## config.mk

```make
export PLATFORM = sky130hd
export DESIGN_NAME = square2_reg_if
export DESIGN_NICKNAME = d
export VERILOG_FILES = /design/src/rtl/sound_reg_pkg.sv /design/src/rtl/square2_reg_if.sv
export SDC_FILE = /design/constraint.sdc
export NUM_CORES = 1
export LEC_CHECK = 0
export CAP_MARGIN = 0
export CORE_MARGIN = 4
export CORE_UTILIZATION = 30
export CTS_CLUSTER_SIZE = 24
export DETAILED_ROUTE_END_ITERATION = 6
export GPL_ROUTABILITY_DRIVEN = 1
export PLACE_DENSITY = 0.68
export SYNTH_ARGS = -nofsm -noshare
export SYNTH_HDL_FRONTEND = slang
export SYNTH_SLANG_ARGS = --single-unit
```

## constraint.sdc

```tcl
create_clock -name system_clock -period 1.2 [get_ports system_clock]
set_input_delay 0.24 -clock system_clock [delete_from_list [all_inputs] [get_ports system_clock]]
set_output_delay 0.24 -clock system_clock [all_outputs]
set_load 0.02 [all_outputs]
```

## src/rtl/sound_reg_pkg.sv

```systemverilog
// rtl/sound_reg_pkg.sv - shared address map and byte masks for the sound register blocks
package sound_reg_pkg;

    localparam logic [7:0] ADDR_SOUND2CNT_L = 8'h68;
    localparam logic [7:0] ADDR_SOUND2CNT_H = 8'h6C;
    localparam logic [7:0] ADDR_SOUNDCNT_X  = 8'h84;

    // Bits that a CPU read of each byte is allowed to see
    localparam logic [7:0] RMASK_NR21 = 8'hC0;
    localparam logic [7:0] RMASK_NR22 = 8'hFF;
    localparam logic [7:0] RMASK_NR23 = 8'h00;
    localparam logic [7:0] RMASK_NR24 = 8'h40;

    // NR24 keeps only length-enable and frequency-high; trigger is a strobe, not state
    localparam logic [7:0] WMASK_NR24 = 8'h47;

    // Halfword-aligned view of a bus address (bit 0 carries no meaning)
    function automatic logic [7:0] halfword_addr(input logic [7:0] addr);
        return addr & 8'hFE;
    endfunction

endpackage

```

## src/rtl/square2_reg_if.sv

```systemverilog
// rtl/square2_reg_if.sv - CPU register interface producing NR21..NR24 for square channel 2
module square2_reg_if
    import sound_reg_pkg::*;
#(
    parameter int ACK_LATENCY = 1
) (
    input  logic        system_clock,
    input  logic        reset,
    input  logic [7:0]  bus_addr,
    input  logic [15:0] bus_wdata,
    input  logic [1:0]  bus_be,
    input  logic        bus_wr,
    input  logic        bus_rd,
    output logic        bus_ack,
    output logic [15:0] bus_rdata,
    input  logic [3:0]  ch_active,
    output logic [7:0]  NR21,
    output logic [7:0]  NR22,
    output logic [7:0]  NR23,
    output logic [7:0]  NR24,
    output logic        trigger2,
    output logic        length_load2,
    output logic        sound_on
);

    generate
        if (ACK_LATENCY != 1) begin : g_bad_latency
            $error("square2_reg_if: only ACK_LATENCY = 1 is supported");
        end
    endgenerate

    logic [7:0]  nr21_q, nr21_d;
    logic [7:0]  nr22_q, nr22_d;
    logic [7:0]  nr23_q, nr23_d;
    logic [7:0]  nr24_q, nr24_d;
    logic        sound_on_q, sound_on_d;
    logic        ack_q, ack_d;
    logic [15:0] rdata_q, rdata_d;
    logic        trigger_q, trigger_d;
    logic        length_load_q, length_load_d;

    logic [7:0]  addr_hw;
    logic        rd_only;

    assign addr_hw = halfword_addr(bus_addr);
    // A combined write+read performs the write and returns zero data
    assign rd_only = bus_rd & ~bus_wr;

    // Decode the request and compute the register, strobe and readback values for the ack cycle
    always_comb begin
        nr21_d        = nr21_q;
        nr22_d        = nr22_q;
        nr23_d        = nr23_q;
        nr24_d        = nr24_q;
        sound_on_d    = sound_on_q;
        ack_d         = bus_wr | bus_rd;
        rdata_d       = 16'h0000;
        trigger_d     = 1'b0;
        length_load_d = 1'b0;

        if (bus_wr) begin
            case (addr_hw)
                ADDR_SOUND2CNT_L: begin
                    // Channel registers are frozen while the master enable is off
                    if (sound_on_q) begin
                        if (bus_be[0]) begin
                            nr21_d        = bus_wdata[7:0];
                            length_load_d = 1'b1;
                        end
                        if (bus_be[1]) begin
                            nr22_d = bus_wdata[15:8];
                        end
                    end
                end
                ADDR_SOUND2CNT_H: begin
                    if (sound_on_q) begin
                        if (bus_be[0]) begin
                            nr23_d = bus_wdata[7:0];
                        end
                        if (bus_be[1]) begin
                            nr24_d    = bus_wdata[15:8] & WMASK_NR24;
                            trigger_d = bus_wdata[15];
                        end
                    end
                end
                ADDR_SOUNDCNT_X: begin
                    if (bus_be[0]) begin
                        sound_on_d = bus_wdata[7];
                    end
                end
                default: begin
                end
            endcase

            // Powering the APU down wipes the channel registers on the same edge
            if (sound_on_q && !sound_on_d) begin
                nr21_d = 8'h00;
                nr22_d = 8'h00;
                nr23_d = 8'h00;
                nr24_d = 8'h00;
            end
        end

        if (rd_only) begin
            case (addr_hw)
                ADDR_SOUND2CNT_L: begin
                    if (bus_be[0]) rdata_d[7:0]  = nr21_q & RMASK_NR21;
                    if (bus_be[1]) rdata_d[15:8] = nr22_q & RMASK_NR22;
                end
                ADDR_SOUND2CNT_H: begin
                    if (bus_be[0]) rdata_d[7:0]  = nr23_q & RMASK_NR23;
                    if (bus_be[1]) rdata_d[15:8] = nr24_q & RMASK_NR24;
                end
                ADDR_SOUNDCNT_X: begin
                    if (bus_be[0]) rdata_d[7:0] = {sound_on_q, 3'b000, ch_active};
                end
                default: begin
                end
            endcase
        end
    end

    // Register state, ack and strobes; reset kills an in-flight ack and strobe at once
    always_ff @(posedge system_clock or negedge reset) begin
        if (!reset) begin
            nr21_q        <= 8'h00;
            nr22_q        <= 8'h00;
            nr23_q        <= 8'h00;
            nr24_q        <= 8'h00;
            sound_on_q    <= 1'b0;
            ack_q         <= 1'b0;
            rdata_q       <= 16'h0000;
            trigger_q     <= 1'b0;
            length_load_q <= 1'b0;
        end else begin
            nr21_q        <= nr21_d;
            nr22_q        <= nr22_d;
            nr23_q        <= nr23_d;
            nr24_q        <= nr24_d;
            sound_on_q    <= sound_on_d;
            ack_q         <= ack_d;
            rdata_q       <= rdata_d;
            trigger_q     <= trigger_d;
            length_load_q <= length_load_d;
        end
    end

    assign NR21         = nr21_q;
    assign NR22         = nr22_q;
    assign NR23         = nr23_q;
    assign NR24         = nr24_q;
    assign sound_on     = sound_on_q;
    assign bus_ack      = ack_q;
    assign bus_rdata    = rdata_q;
    assign trigger2     = trigger_q;
    assign length_load2 = length_load_q;

endmodule

```

==> results of run 1 <==
-- through the flow --
stage | power (mW) | util [%] | hold slack [ns] | std cells
2_1_floorplan | 1.66 | - | -0.0556 | 135
3_3_place_gp | 1.85 | 49.3 | 0.235 | 311
3_5_place_dp | 1.85 | 49.3 | 0.241 | 311
4_1_cts | 2.97 | 52.1 | 0.260 | 323
5_1_grt | 3.07 | 48.4 | 0.295 | 323
6_report | 2.93 | 48.4 | 0.273 | 323
-- cell families after synthesis --
kind of cell           Yosys count  share of synthesized area, %
other                            1                         0.206
AO/OA/AOI/OAI                   31                          15.0
AND/OR/NAND/NOR                 43                          17.6
flip-flops                      46                          63.3
multiplexers                     2                          1.17
buffers and inverters            7                          2.68
-- sequential cells by signal, indices dropped and copies added, names as in the netlist --
register,flops
bus_rdata,14
NR21,8
NR22,8
NR23,8
NR24,4
bus_ack,1
length_load2,1
sound_on,1
trigger2,1
-- power breakdown --
group          internal, mW  total, mW  switching, mW
sequential             1.55       1.56        0.00419
clock                 0.613       1.11          0.495
combinational         0.138      0.259          0.121
-- cells in the final DEF (no fill, tap or decap), types with 5 or more instances in the layout --
| cell type | instances |
|---|---|
| buf_4 | 30 |
| and2_1 | 12 |
| clkbuf_8 | 5 |
| buf_2 | 36 |
| clkbuf_2 | 13 |
| nor2_4 | 5 |
| conb_1 | 6 |
| a22o_1 | 28 |
| dfrtp_1 | 46 |
| clkdlybuf4s50_1 | 22 |
-- final timing paths --
path	startpoint	endpoint	cells past startpoint
setup / recovery	bus_addr[5]	sound_on	5
hold / removal	bus_addr[4]	bus_rdata[14]	3
setup reg to reg	sound_on	NR22[3]	4
hold reg to reg	NR21[5]	NR21[5]	1
max in group asynchronous	reset	bus_rdata[1]	3
min in group asynchronous	reset	NR21[3]	3
-- final cells by class --
cell class / count / area [sq um]
Clock buffer: 5 / 68.8
Sequential cell: 46 / 1150
Tap cell: 75 / 93.8
Multi-Input combinational cell: 83 / 697
Inverter: 1 / 3.75
Fill cell: 537 / 3040
Clock inverter: 3 / 40.0
Timing Repair Buffer: 110 / 795
-- metal layers --
| metal | up-vias | GRT usage, % | wire, um |
|---|---|---|---|
| li1 | 699 | - | - |
| met1 | 692 | 17.9 | 2060 |
| met2 | 45 | 22.2 | 2420 |
| met3 | 7 | 2.98 | 250 |
| met4 | 0 | 4.75 | 78 |
| met5 | - | 0 | 0 |
-- what timing repair did --
item | 4_1_cts | 5_1_grt
hold buffers | 1 | 0
hold endpoints to repair | 46 | 0
pin swaps | 14 | 2
endpoints found under the setup margin | 91 | 81
setup buffers | 2 | 0
resized for setup | 169 | 40
gates cloned | 1 | 0
-- worst register-to-register path: stages, from the launching register on --
cell and delay [ns]:
dfrtp_1 0.42, nand2_1 0.12, nor4_4 0.37, nor2_4 0.11, a22o_1 0.20
==> impl_metrics.yaml, run 1 <==
outcome:
  status: "finished with violations"
  violations: "setup timing"
worst_setup_path:
  slowest_delay_ns: 0.55
  startpoint_type: "input pin"
  path_class: "input pin to flip-flop"
  cp_max_fo: 3
  cp.arrival_ns: 1.62
  crit_chain: "buf_6 -> or4b_4 -> or2_1 -> nor2_2 -> mux2_4"
  crit_family: "simple AND/OR/NAND/NOR gates"
  crit_required_ns: 1.38
  endpoint_kind: "flip-flop"
  r2r_slack_ns: -0.12
  critPathSlowestCell: "or4b_4"
  worst-path-buf-inv: 1
routing:
  vias_per_cell: 4.47
  wire_per_inst_um: 14.9
  num_vias: 1443
  drt_iter0_drc: 53
  drt-total-wl_um: 4810
  firstDrtPassIters: 4
  drc: 0
  ant_nets: 0
floorplanning:
  die-area_sq_um: 7370
  core_sq_um: 5890
  start_util_pct: 30.9
  die_x_um: 85.8
  die_h_um: 85.8
  ioPinCount: 86
  row_count: 28
grt:
  grt_util_all_layers_pct: 13.6
  grt_max_degree: 47
  grt.overflow.total: 0
  grt_pass1_wl_um: 7760
  first_global_vias: 1493
  antenna_found_initial: 0
sta:
  tns_ns: -4.96
  hold_viol_final: 0
  finClkSkew_ns: 0.00471
  setup_ws_ns: -0.237
  slew_viol_final: 0
  finalSetupViolations: 34
  rsz0062_at_grt: "true"
  fmax_mhz: 696
  fin_crit_sh_pct: 120
  period_needed_ns: 1.44
power_and_ir_drop:
  vdd_drop_max_mv: 0.522
  cellLeakagePower_nw: 1.49
  p_per_area_nw_per_um2: 1030
clocking:
  cts_max_path_buffers: 2
  cts_buffers: 5
  root_buffer: "clkbuf_8"
  cts_tree: "done"
  clk_pin_slew_ns: 0.08
  clk_latency_ns: 0.29
  clock_sinks: 46
  htreeDepth: 2
logic_synthesis:
  syn_inst: 130
  yosysMostFrequentCell: "dfrtp_1"
  yosys-top-cells-area: "dfrtp_1 (63%), a22o_1 (13%), and2_1 (4.1%)"
  synth_seq_area_share_pct: 63.3
  synthDistinctLibCells: 28
  yosysWarningCount: 0
  syn-cell-area_sq_um: 1820
  syn_area_per_cell_sq_um: 14.0
  synth-seq-cells: 46
  synth_area_leader_cell: "dfrtp_1"
  synth_enable_flop_cells: 0
  synth_flop_cell: "dfrtp_1"
  synth_top_area_share_pct: 63.3
  synth_common_cells: "dfrtp_1 (46), a22o_1 (28), and2_1 (12)"
  synthArstFlopShare_pct: 100
place:
  portBuffers: 78
  globalplace.congestion: 0.780
  place_ws_ns: -0.868
  place_hpwl_um: 3590
  placed_cell_area_sq_um: 2900
finish:
  num_antenna_cells: 0
  nets: 281
  layout-drive-gt1-share_pct: 46.4
  area_delta_synth_final_pct: 56.7
  postLayoutCellArea_sq_um: 2850
job:
  maxCapViolations: 0
hold_path:
  min_path_type: "input pin to flip-flop"
No activity file was read; power rests on OpenSTA's default activity.
==> run 2: changes to the inputs <==
--- a/config.mk
+++ b/config.mk
@@ -12,6 +12,7 @@
 export DETAILED_ROUTE_END_ITERATION = 6
 export GPL_ROUTABILITY_DRIVEN = 1
 export PLACE_DENSITY = 0.68
+export SKIP_LAST_GASP = 1
 export SYNTH_ARGS = -nofsm -noshare
 export SYNTH_HDL_FRONTEND = slang
 export SYNTH_SLANG_ARGS = --single-unit
==> run 2 against run 1 <==
The flow still finishes with violations (setup timing). Utilization barely moved. Total power about the same. Combinational power is essentially flat. Clock-buffer cell count is the same. Via count is 0.35% higher. Non-clock buffer count unchanged. Design area barely moved. Cell count stayed put. Largest power group unchanged.
==> impl_metrics.yaml, run 2 (same netlist as run 1, synthesis figures left out) <==
worst_setup_path:
  crit_end: "sound_on"
  r2r-end: "NR22[3]"
  endpoint_kind: "flip-flop"
  startpoint_type: "input pin"
  critPathSlowestCell: "or4b_4"
  path_class: "input pin to flip-flop"
  crit_chain: "buf_6 -> or4b_4 -> or2_1 -> nor2_2 -> mux2_4"
  slowest_delay_ns: 0.55
  cp_max_fo: 3
  cp.arrival_ns: 1.62
  crit_required_ns: 1.39
  reg2reg_depth: 4
  crit-reg2reg-launch: "sound_on"
  r2r_slack_ns: -0.12
  startpoint: "bus_addr[5]"
outcome:
  status: "finished with violations"
  violations: "setup timing"
grt:
  grt.overflow.total: 0
  grt_max_degree: 47
  grt_util_all_layers_pct: 13.6
  antenna_found_initial: 0
  grt_pass1_wl_um: 7760
  first_global_vias: 1491
floorplanning:
  die_h_um: 85.8
  ioPinCount: 86
  die-area_sq_um: 7370
  start_util_pct: 30.9
  die_x_um: 85.8
  core_sq_um: 5890
  row_count: 28
power_and_ir_drop:
  cellLeakagePower_nw: 1.49
  power_frac_comb_pct: 8.8
  p_per_area_nw_per_um2: 1030
  seq_power_share_pct: 53.2
  p_int_mw: 2.30
  vdd_drop_max_mv: 0.522
  swShare_pct: 21.3
  power_switching_mw: 0.623
  power_mw: 2.93
  power.share.clock_pct: 37.9
routing:
  drt-total-wl_um: 4810
  ant_nets: 0
  num_vias: 1448
  vias_per_cell: 4.48
  firstDrtPassIters: 4
  drc: 0
  drt_iter0_drc: 60
  wire_per_inst_um: 14.9
clocking:
  cts_buffers: 5
  htreeDepth: 2
  root_buffer: "clkbuf_8"
  cts_tree: "done"
  cts_max_path_buffers: 2
  clock_sinks: 46
  clk_pin_slew_ns: 0.08
  clk_latency_ns: 0.29
hold_path:
  min_path_type: "input pin to flip-flop"
sta:
  finClkSkew_ns: 0.00638
  finalSetupViolations: 34
  slew_viol_final: 0
  hold_viol_final: 0
  period_needed_ns: 1.43
  fmax_mhz: 697
  fin_crit_sh_pct: 120
  rsz0062_at_grt: "true"
  setup_ws_ns: -0.235
finish:
  layout_common_cells: "dfrtp_1 (46), buf_2 (37), buf_4 (29)"
  layout-drive-gt1-share_pct: 46.4
  layout_commonest_cell: "dfrtp_1"
  area_delta_synth_final_pct: 56.6
  postLayoutCellArea_sq_um: 2850
  num_antenna_cells: 0
  nets: 281
  final_cells: 323
  largest_register_ffs: 14
place:
  placed_cell_area_sq_um: 2900
  portBuffers: 78
  placed_cells: 311
  place_hpwl_um: 3590
  globalplace.congestion: 0.780
job:
  maxCapViolations: 0
run 2: cell types whose count changed in the layout (fill, tap and decap cells not counted):
cell   before  now
buf_2      36   37
buf_4      30   29
run 2: critical path, delay by kind of cell:
family,cells,cell delay [ns]
mux,1,0.31
simple gates,3,0.98
buf+inv,1,0.09
run 2: area by class of cell:
class                           count  area (sq um)
Fill cell                         536          3040
Clock buffer                        5          68.8
Timing Repair Buffer              110           792
Sequential cell                    46          1150
Clock inverter                      3          40.0
Inverter                            1          3.75
Multi-Input combinational cell     83           697
Tap cell                           75          93.8
run 2: layer usage:
layer | GRT usage [%] | routed length (um)
met5 | 0 | 0
met4 | 4.75 | 95
met3 | 2.98 | 240
met2 | 22.2 | 2420
met1 | 17.9 | 2050
run 2: worst min path at each step:
stage                startpoint             to  slack [ns]  cells after the start
global route        bus_addr[4]  bus_rdata[14]        0.30                      3
finish              bus_addr[4]  bus_rdata[14]        0.27                      3
global placement          reset   length_load2        0.23                      2
CTS                 bus_addr[4]  bus_rdata[14]        0.26                      3
floorplan                 reset        NR21[0]       -0.06                      0
detailed placement        reset        NR21[3]        0.24                      2
run 2: timing repair:
| item | CTS | global route |
|---|---|---|
| gates resized for setup | 169 | 39 |
| setup endpoints to repair | 91 | 81 |
| hold buffers | 1 | 0 |
| pin swaps | 14 | 2 |
| gates cloned | 1 | 0 |
| setup buffers | 2 | 0 |
| hold endpoints to repair | 46 | 0 |
run 2: power by group through the flow:
stage / Combinational (mW) / Sequential, mW / Clock, mW
after floorplan: 0.0619 / 1.60 / 0
after global placement: 0.260 / 1.59 / 0
after detailed placement: 0.263 / 1.59 / 0
after CTS: 0.264 / 1.56 / 1.14
after global routing: 0.280 / 1.56 / 1.23
final: 0.259 / 1.56 / 1.11
run 2: per-stage QoR:
stage / TNS (ns) / setup WS [ns] / hold WS (ns) / util [%]
final: -4.92 / -0.235 / 0.271 / 48.4
after global routing: -6.68 / -0.254 / 0.295 / 48.4
after CTS: -4.52 / -0.209 / 0.260 / 52.1
after detailed placement: -33.80 / -0.868 / 0.241 / 49.3
after global placement: -32.73 / -0.825 / 0.235 / 49.3
after floorplan: -9.03 / -0.364 / -0.0556 / -
==> run 3: changes to the inputs <==
--- a/config.mk
+++ b/config.mk
@@ -11,7 +11,7 @@
 export CTS_CLUSTER_SIZE = 24
 export DETAILED_ROUTE_END_ITERATION = 6
 export GPL_ROUTABILITY_DRIVEN = 1
-export PLACE_DENSITY = 0.68
+export GPL_TIMING_DRIVEN = 0
 export SKIP_LAST_GASP = 1
 export SYNTH_ARGS = -nofsm -noshare
 export SYNTH_HDL_FRONTEND = slang
==> run 3 against run 2 <==
The run still ends with setup timing left. Die area stayed put. Setup slack worse by 0.00085 ns. Critical path depth is 1 higher. Non-clock buffer count is 17 lower. Sequential power hardly changed. Register-to-register slack better by 0.06 ns. Utilization is 0.81 points lower. Largest cell class unchanged. Largest power group unchanged.
==> impl_metrics.yaml, run 3 (same netlist as run 1, synthesis figures left out) <==
hold_path:
  min_path_type: "input pin to flip-flop"
clocking:
  cts_tree: "done"
  cts_max_path_buffers: 2
  cts_buffers: 5
  clk_pin_slew_ns: 0.08
  htreeDepth: 2
  clk_latency_ns: 0.30
  clock_sinks: 46
  root_buffer: "clkbuf_8"
floorplanning:
  core_sq_um: 5890
  ioPinCount: 86
  die_h_um: 85.8
  die_x_um: 85.8
  die-area_sq_um: 7370
  row_count: 28
  start_util_pct: 30.9
grt:
  first_global_vias: 1520
  grt_max_degree: 31
  grt_util_all_layers_pct: 13.7
  grt.overflow.total: 0
  grt_pass1_wl_um: 7880
  antenna_found_initial: 0
routing:
  vias_per_cell: 4.66
  num_vias: 1421
  wire_per_inst_um: 16.2
  firstDrtPassIters: 4
  drt-total-wl_um: 4940
  drc: 0
  drt_iter0_drc: 46
  ant_nets: 0
sta:
  hold_viol_final: 0
  period_needed_ns: 1.44
  finClkSkew_ns: 0.00516
  finalHoldWorstSlack_ns: 0.265
  finalSetupViolations: 41
  fmax_mhz: 697
  rsz0062_at_grt: "true"
  fin_crit_sh_pct: 120
  setup_ws_ns: -0.236
  slew_viol_final: 0
finish:
  postLayoutCellArea_sq_um: 2800
  nets: 264
  layout-drive-gt1-share_pct: 45.2
  area_delta_synth_final_pct: 54.0
  layout_commonest_cell: "dfrtp_1"
  largest_register_ffs: 14
  num_antenna_cells: 0
  layout_common_cells: "dfrtp_1 (45), buf_2 (33), a22o_1 (28)"
worst_setup_path:
  crit_required_ns: 1.39
  endpoint_kind: "flip-flop"
  cp_max_fo: 8
  r2r_slack_ns: -0.06
  startpoint_type: "input pin"
  slowest_delay_ns: 0.58
  cp.arrival_ns: 1.62
  crit_chain: "buf_6 -> or4b_4 -> nor4_4 -> buf_4 -> nor2_4 -> a22o_1"
  path_class: "input pin to flip-flop"
  critPathSlowestCell: "or4b_4"
power_and_ir_drop:
  cellLeakagePower_nw: 1.45
  vdd_drop_max_mv: 0.554
  p_per_area_nw_per_um2: 1060
  power_mw: 2.97
place:
  portBuffers: 78
  globalplace.congestion: 0.690
  place_hpwl_um: 3540
  placed_cell_area_sq_um: 2740
  place_ws_ns: -0.923
outcome:
  status: "finished with violations"
  violations: "setup timing"
job:
  maxCapViolations: 0
-- run 3: cell types whose count changed in the layout (fill, tap and decap cells not counted), sizes merged --
cell           before  now
clkinv              2    0
clkdlybuf4s15       3    4
buf                69   50
clkdlybuf4s50      22   21
dlymetal6s2s        0    1
clkbuf             18   20
-- run 3: final timing paths --
kind	startpoint	to	depth (start not counted)
setup / recovery	bus_addr[5]	NR22[7]	6
hold / removal	bus_addr[1]	bus_rdata[14]	3
setup reg to reg	sound_on	NR22[7]	5
hold reg to reg	NR23[7]	NR23[7]	1
max in group asynchronous	reset	sound_on	3
min in group asynchronous	reset	bus_rdata[9]	2
-- run 3: final cells by class --
cell class | count | area, sq um
clock inverters | 1 | 30.0
clock buffers | 6 | 82.6
multi-input cells | 83 | 752
fillers | 555 | 3090
inverters | 1 | 3.75
flip-flops and latches | 46 | 1150
plain buffers | 6 | 45.0
repair buffers | 87 | 639
well taps | 75 | 93.8
-- run 3: critical path, delay by kind of cell --
| kind | cells | cell delay [ns] |
|---|---|---|
| and+or+nand+nor | 3 | 0.90 |
| buffers and inverters | 2 | 0.27 |
| AOI/OAI and AO/OA | 1 | 0.20 |
-- run 3: routing by layer --
layer  track usage, %  wire length (um)  vias to the layer above
met5                0                 0                        -
met4             5.18               105                        0
met3             3.07               331                        7
met2             21.8              2320                       60
met1             18.4              2180                      687
li1                 -                 -                      667
-- run 3: what timing repair did --
item	in CTS	in global routing
endpoints found under the setup margin	90	74
hold endpoints to repair	16	0
cloned	1	0
pin swaps	16	11
buffers inserted	6	1
resized for setup	177	46
hold buffers	1	0
-- run 3: where the power goes --
part / switching [mW] / leakage [nW] / internal [mW]
sequential: 0.00593 / 0.637 / 1.55
combinational: 0.123 / 0.753 / 0.129
clock: 0.493 / 0.0573 / 0.666
-- run 3: through the flow --
| stage | TNS, ns | std cells | utilization (%) |
|---|---|---|---|
| global placement | -97.11 | 288 | 46.2 |
| floorplan | -9.03 | 135 | - |
| detailed placement | -35.76 | 289 | 46.5 |
| finish | -5.12 | 305 | 47.6 |
| CTS | -6.82 | 304 | 49.5 |
| global route | -6.54 | 305 | 47.6 |
